$ cat src/rtl/bcd_serial.sv
// Sequential binary-to-BCD converter (shift-and-add-3). Captures a binary
// value on start, runs SIZE shift steps, then publishes packed BCD digits
// with a one-cycle done pulse and a sticky overflow flag.

// Per-digit adjust: a nibble of 5..9 gets +3 so the following left shift
// carries correctly into the next decimal digit. Inputs never exceed 9, so
// the result stays within the nibble.
module bcd_add3 (
  input  logic [3:0] din,
  output logic [3:0] dout
);
  assign dout = (din >= 4'd5) ? din + 4'd3 : din;
endmodule

module bcd_serial #(
  parameter int SIZE   = 8,   // must be >= 2
  parameter int DIGITS = 8
) (
  input  logic                clk,
  input  logic                rst,
  input  logic                start,
  input  logic [SIZE-1:0]     binary,
  output logic                busy,
  output logic                done,
  output logic [4*DIGITS-1:0] bcd_out,
  output logic                overflow,
  output logic [1:0]          curr_state
);
  localparam int W  = 4 * DIGITS;
  localparam int CW = $clog2(SIZE + 1);

  typedef enum logic [1:0] {
    IDLE  = 2'd0,
    SHIFT = 2'd1,
    DONE  = 2'd2
  } state_t;

  state_t          state;
  logic [SIZE-1:0] sr;
  logic [W-1:0]    acc;
  logic [W-1:0]    adj;
  logic [CW-1:0]   cnt;
  logic            ovf;

  // All digits adjusted in parallel from the pre-shift accumulator.
  genvar g;
  generate
    for (g = 0; g < DIGITS; g++) begin : g_dig
      bcd_add3 u_add3 (
        .din  (acc[4*g +: 4]),
        .dout (adj[4*g +: 4])
      );
    end
  endgenerate

  assign curr_state = state;

  // Control FSM plus datapath: load, SIZE shift steps, then publish results.
  always_ff @(posedge clk) begin
    if (rst) begin
      state    <= IDLE;
      busy     <= 1'b0;
      done     <= 1'b0;
      bcd_out  <= '0;
      overflow <= 1'b0;
      sr       <= '0;
      acc      <= '0;
      cnt      <= '0;
      ovf      <= 1'b0;
    end else begin
      done <= 1'b0;
      case (state)
        IDLE: begin
          if (start) begin
            sr    <= binary;
            acc   <= '0;
            ovf   <= 1'b0;
            cnt   <= CW'(SIZE);
            busy  <= 1'b1;
            state <= SHIFT;
          end
        end
        SHIFT: begin
          // {acc,sr} shifts left one bit; the adjusted top bit falls out
          // into the sticky overflow flag.
          acc <= {adj[W-2:0], sr[SIZE-1]};
          sr  <= {sr[SIZE-2:0], 1'b0};
          ovf <= ovf | adj[W-1];
          cnt <= cnt - CW'(1);
          if (cnt == CW'(1)) state <= DONE;
        end
        DONE: begin
          bcd_out  <= acc;
          overflow <= ovf;
          done     <= 1'b1;
          busy     <= 1'b0;
          state    <= IDLE;
        end
        default: begin
          busy  <= 1'b0;
          state <= IDLE;
        end
      endcase
    end
  end
endmodule

$ cat config.mk
export PLATFORM = sky130hd
export DESIGN_NAME = bcd_serial
export DESIGN_NICKNAME = d
export VERILOG_FILES = /design/src/rtl/bcd_serial.sv
export SDC_FILE = /design/constraint.sdc
export NUM_CORES = 1
export LEC_CHECK = 0
export CORE_MARGIN = 2
export CORE_UTILIZATION = 45
export CTS_CLUSTER_DIAMETER = 200
export DETAILED_ROUTE_END_ITERATION = 10
export GPL_ROUTABILITY_DRIVEN = 1
export PLACE_DENSITY = 0.68
export RECOVER_POWER = 100
export SYNTH_ARGS = -nofsm -noshare
export SYNTH_HDL_FRONTEND = slang
export SYNTH_SLANG_ARGS = --single-unit
$ cat constraint.sdc
create_clock -name clk -period 1.8 [get_ports clk]
set_input_delay 0.36 -clock clk [delete_from_list [all_inputs] [get_ports clk]]
set_output_delay 0.36 -clock clk [all_outputs]
set_load 0.02 [all_outputs]
==> flow_summary.yaml, run 1 <==
clock_network:
  cts_hold_buf: 0
  clock_path_buffers: 2
  cts_tree: "yes"
  clk_pin_slew_ns: 0.08
  clk_latency_ns: 0.34
  cts_buffers: 9
  htreeDepth: 3
  cts_setup_buffers: 0
  cts_root_buffer: "clkbuf_8"
  cts.sinks: 82
sta:
  fin_crit_ns: 1.70
  slew_violations: 0
  hold_viol: 0
  setup_violations: 0
  slew_headroom_pct: 56.1
  rsz0062_at_grt: "false"
  max_freq_ghz: 0.587
  fin_ws_ns: 0.0954
  setup_tns_ns: 0
  worst_slew_pin_slew_ns: 0.659
  skew_ns: 0.0113
  period_share_pct: 94.7
synth:
  synth_warnings: 0
  synth_area_leader_cell: "dfxtp_1"
  synth-adder-area-share_pct: 6.38
  yosys.area_share.simple_pct: 16.7
  syn_inst: 417
  ys.flop_type: "dfxtp_1"
  synth_nets: 446
  synth_top_family_by_area: "compound AO/OA/AOI/OAI gates"
  synth_compound_area_share_pct: 18.8
  ys_seq_area_share_pct: 46.5
  ys_seq_elements: 82
  avgSynthCellArea_um2: 8.46
  synth_async_sr_flop_share_pct: 0
  synth_area_leaders: "dfxtp_1, nand2_1, a21oi_1"
  synth_edf_count: 0
  synth.distinct_cells: 38
  netlist_area_um2: 3530
  muxShareOfSynthArea_pct: 2.34
  synth_top_area_share_pct: 46.5
  synthXorXnorAreaFrac_pct: 3.97
critical_path:
  crit_slowest_cell: "dlygate4sd3_1"
  path_buf_inv: 1
  cp.arrival_ns: 1.34
  path_max_fanout: 2
  startpoint_type: "flop"
  end_kind: "primary output"
  crit_chain: "dlygate4sd3_1"
  slowest_delay_ns: 0.67
  critical-path-top-delay-family: "buffers and inverters"
  worstSetupPathType: "flop to primary output"
  required_ns: 1.44
power:
  peakVddDrop_mv: 0.421
  p_leak_nw: 1.66
  p_per_area_nw_per_um2: 792
die:
  num_io_pins: 48
  die_h_um: 92.6
  die_x_um: 92.6
  die_area_um2: 8570
  num_rows: 32
  fp.coreArea_um2: 7650
  initial_utilization_pct: 46.1
worst_hold_path:
  min_path_type: "input pin to flop"
finish:
  layout_commonest_cell: "nand2_1"
  mostFrequentLayoutCells: "nand2_1, dfxtp_1, a21oi_1, dlygate4sd3_1, o21ai_0"
  final_layout_size_suffix_gt1_share_pct: 6.55
  syn2layout_area_growth_pct: 21.8
  nets: 497
  antenna_cells: 0
global_route:
  grt_overflow: 0
  grt_pass1_wl_um: 12800
  antenna_found_initial: 0
  grt_max_degree: 57
  grt_pass1_vias: 2916
  track_usage_pct: 18.4
outcome:
  status: "completed"
route:
  vias_per_cell: 5.19
  drtIter0Drc: 142
  routed-via-count: 2982
  drcViolationCount: 0
  drt-total-wl_um: 7450
  detail-route-antenna-nets: 0
  wire_per_inst_um: 13.0
  drt-pass1-iter-count: 5
place:
  gp_congestion: 0.809
  dp_hpwl_um: 4910
  portBuffers: 47
  pre_cts_ws_ns: 0.0178
run:
  max_cap_violations: 0
[flip-flops by register name, indices dropped and copies added, names as in the netlist]
signal and count:
acc 32, bcd_out 32, busy 1, cnt 4, curr_state 2, done 1, overflow 1, ovf 1
sr 8
[final cells by class]
class / count / area [um^2]
fillers: 726 / 3350
well taps: 102 / 128
clock buffers: 13 / 179
inverters: 22 / 82.6
flip-flops and latches: 82 / 1640
clock inverters: 3 / 21.3
repair buffers: 60 / 547
multi-input cells: 293 / 1700
[cells in the mapped netlist, drive strengths merged (8+ instances only)]
cell type  instances
a211oi             9
a21oi             52
buf               16
dfxtp             82
ha                18
inv               22
nand2             87
nand2b            11
nand3              8
nor2              17
nor3               9
o21ai             27
xnor2              8
xor2               8
[final timing paths]
check                            startpoint           to  slack (ns)  cells after the start
worst min-delay path                    rst       cnt[0]        0.33                      2
worst min register to register  bcd_out[21]  bcd_out[21]        0.45                      2
worst max register to register      acc[13]      acc[14]        0.16                      6
worst max-delay path            bcd_out[10]  bcd_out[10]         0.1                      1
[power breakdown]
group	internal [W]	switching, W	leakage [nW]
Sequential	0.00185	0.0000288	0.664
Clock	0.000653	0.000640	0.102
Combinational	0.0000898	0.000148	0.891
Total	0.00259	0.000816	1.66
[what timing repair did]
| action | CTS | global route |
|---|---|---|
| pin swaps | 0 | 0 |
| gates cloned | 0 | 0 |
| setup endpoints to repair | 2 | 1 |
| gates resized for setup | 2 | 1 |
[cells by family after synthesis]
| logic type | Yosys count |
|---|---|
| compound gates | 114 |
| xor+xnor | 16 |
| fa+ha+maj | 18 |
| buf+inv | 42 |
| flops | 82 |
| mux | 8 |
| simple gates | 137 |
[stage by stage]
stage	total power (W)	utilization [%]	hold slack (ns)	cell area [um^2]	std cells
2_1_floorplan	0.00207	-	0.432	3530	417
3_3_place_gp	0.00216	54.2	0.443	4140	559
3_5_place_dp	0.00217	54.2	0.447	4140	559
4_1_cts	0.00345	56.8	0.310	4340	575
5_1_grt	0.00355	56.2	0.327	4300	575
6_report	0.00341	56.2	0.328	4300	575
[routing by layer]
| layer | up-vias | global-route usage, % | share of wire, % |
|---|---|---|---|
| met5 | - | 0 | 0 |
| met4 | 0 | 7.96 | 2.0 |
| met3 | 17 | 3.01 | 3.1 |
| met2 | 55 | 31.4 | 48 |
| met1 | 1393 | 22.8 | 47 |
| li1 | 1517 | - | - |
(Power assumes the default switching activity.)
==> run 2: changes to the inputs <==
ABC_AREA = 1   (was unset)
CTS_CLUSTER_SIZE = 40   (was unset)
PLACE_DENSITY = 0.67   (was 0.68)
==> run 2 against run 1 <==
Fmax shrank 1.0%; synthesized cell count increased by 23%; sequential power barely moved; non-clock buffer count is 6 lower.
==> flow_summary.yaml, run 2 <==
finish:
  reg_top3: "acc: 32 flops, bcd_out: 32 flops, sr: 8 flops"
  mostFrequentLayoutCells: "nand2_1, dfxtp_1, a21oi_1, o21ai_0, nor2_1"
  nets: 583
  syn2layout_area_growth_pct: 19.9
  layout_commonest_cell: "nand2_1"
  seq_area_um2: 1640
  multi_input_area_um2: 1790
  antenna_cells: 0
  final_layout_size_suffix_gt1_share_pct: 4.84
  fill_cells: 772
place:
  gp_congestion: 0.811
  dp_hpwl_um: 5510
  portBuffers: 47
clock_network:
  cts_setup_buffers: 0
  cts_buffers: 9
  clk_latency_ns: 0.35
  htreeDepth: 3
  cts_tree: "yes"
  cts.sinks: 82
  cts_root_buffer: "clkbuf_8"
  clk_pin_slew_ns: 0.08
  clock_path_buffers: 2
sta:
  setup_violations: 0
  rsz0062_at_grt: "false"
  fin_crit_ns: 1.72
  slew_headroom_pct: 46.8
  period_share_pct: 95.7
  worst_slew_pin_slew_ns: 0.798
  hold_ws_ns: 0.457
  slew_violations: 0
  setup_tns_ns: 0
  max_freq_ghz: 0.581
  skew_ns: 0.00864
  hold_viol: 0
critical_path:
  r2r-end: "acc[24]"
  crit_slowest_cell: "dlygate4sd3_1"
  slowest_delay_ns: 0.68
  startpoint_type: "flop"
  worstReg2RegStart: "curr_state[0]"
  critical-path-top-delay-family: "buffers and inverters"
  path_buf_inv: 1
  path_max_fanout: 2
  worst-path-stages: 1
  crit_chain: "dlygate4sd3_1"
  ff2ff_setup_slack_ns: 0.21
  required_ns: 1.44
  cp.arrival_ns: 1.36
  worstSetupPathType: "flop to primary output"
  r2r_cells: 6
  end_kind: "primary output"
die:
  fp.coreArea_um2: 8130
  die_h_um: 94.9
  die_x_um: 94.9
  die_area_um2: 9010
  num_rows: 33
  initial_utilization_pct: 45.7
  num_io_pins: 48
synth:
  avgSynthCellArea_um2: 7.28
  synth_area_leaders: "dfxtp_1, nand2_1, a21oi_1"
  synthTopCellsByCount: "nand2_1, dfxtp_1, a21oi_1"
  synth_warnings: 0
  ys.flop_type: "dfxtp_1"
  netlist_area_um2: 3720
  synth_edf_count: 0
  syn_inst: 511
  synth_async_sr_flop_share_pct: 0
  synth_nets: 540
  ys_seq_elements: 82
  synth_top_area_share_pct: 44.1
  synth.distinct_cells: 18
  yosysMostFrequentCell: "nand2_1"
  synth_area_leader_cell: "dfxtp_1"
  ys_seq_area_share_pct: 44.1
global_route:
  top_usage_layer: "met2"
  grtUsageMet2_pct: 34.3
  grt_max_degree: 46
  grt_use_met1_pct: 24.5
  grt_pass1_wl_um: 14300
  antenna_found_initial: 0
  grt_overflow: 0
  grt.met3_usage_pct: 4.31
  grt_pass1_vias: 3192
  track_usage_pct: 20.0
outcome:
  status: "completed"
worst_hold_path:
  whs_path_depth: 2
  hold_path_startpoint: "sr[7]"
  hold_end: "acc[0]"
  min_path_type: "flop to flop"
run:
  max_cap_violations: 0
route:
  drtIter0Drc: 162
  detail-route-antenna-nets: 0
  vias_per_cell: 5.18
  drt-pass1-iter-count: 4
  routed-via-count: 3434
  drt-total-wl_um: 8290
  wire_per_inst_um: 12.5
  drcViolationCount: 0
power:
  p_per_area_nw_per_um2: 769
  peakVddDrop_mv: 0.438
  p_leak_nw: 1.88
run 2: cell types whose count changed in the layout (fill, tap and decap cells not counted), sizes merged, moves of 8 or more:
| cell | before | now |
|---|---|---|
| dlygate4sd3 | 36 | 28 |
| inv | 22 | 48 |
| nor2 | 17 | 50 |
| xnor2 | 8 | 0 |
| clkdlybuf4s50 | 8 | 18 |
| o21ai | 27 | 56 |
| nor3 | 9 | 1 |
| xor2 | 8 | 0 |
| nand4 | 0 | 16 |
| nand3 | 8 | 40 |
| nand2 | 87 | 102 |
| a21oi | 52 | 66 |
| a211oi | 9 | 0 |
| nand2b | 11 | 0 |
run 2: logic make-up after synthesis:
| group | count (synthesis) | synth area share [%] |
|---|---|---|
| fa+ha+maj | 18 | 6.05 |
| compound gates | 132 | 18.2 |
| buf+inv | 70 | 7.87 |
| simple gates | 209 | 23.7 |
| flops | 82 | 44.1 |
run 2: timing repair:
| action | 4_1_cts | 5_1_grt |
|---|---|---|
| hold buffers | 0 | 0 |
| setup endpoints to repair | 1 | 1 |
| gates resized for setup | 1 | 1 |
run 2: layout make-up:
cell class,count,share of cell area [%]
Timing Repair Buffer,54,11.9
Tap cell,105,2.94
Clock buffer,13,4.01
Inverter,48,4.04
Clock inverter,2,0.224
Multi-Input combinational cell,359,40.0
Sequential cell,82,36.8
run 2: power by group:
group / internal, W / leakage (nW) / switching (W)
combinational: 0.0000998 / 1.12 / 0.000185
sequential: 0.00186 / 0.664 / 0.0000246
clock: 0.000641 / 0.101 / 0.000624
run 2: how the worst max path moves through the flow:
stage / start / to / slack [ns]
after floorplan: curr_state[0] / cnt[2] / 0.50
after global placement: start / sr[7] / 0.10
after detailed placement: start / sr[7] / 0.02
after CTS: curr_state[1] / curr_state[1] / 0.02
after global routing: bcd_out[11] / bcd_out[11] / 0.03
final: bcd_out[30] / bcd_out[30] / 0.08
run 2: per-layer routing:
layer	share of wire, %	vias to the layer above
met1	46	1568
met4	1.2	0
met2	48	70
li1	-	1789
met3	4.7	7
met5	0	-
run 2: stage by stage:
stage | util (%) | power [W] | std cells | cell area, um^2 | worst slack [ns]
after detailed placement | 52.9 | 0.00222 | 648 | 4300 | 0.0201
final | 54.9 | 0.00343 | 663 | 4460 | 0.0780
after CTS | 55.2 | 0.00349 | 663 | 4490 | 0.0229
after global routing | 54.9 | 0.00358 | 663 | 4460 | 0.0308
after floorplan | - | 0.00211 | 511 | 3720 | 0.497
after global placement | 52.9 | 0.00222 | 648 | 4300 | 0.101
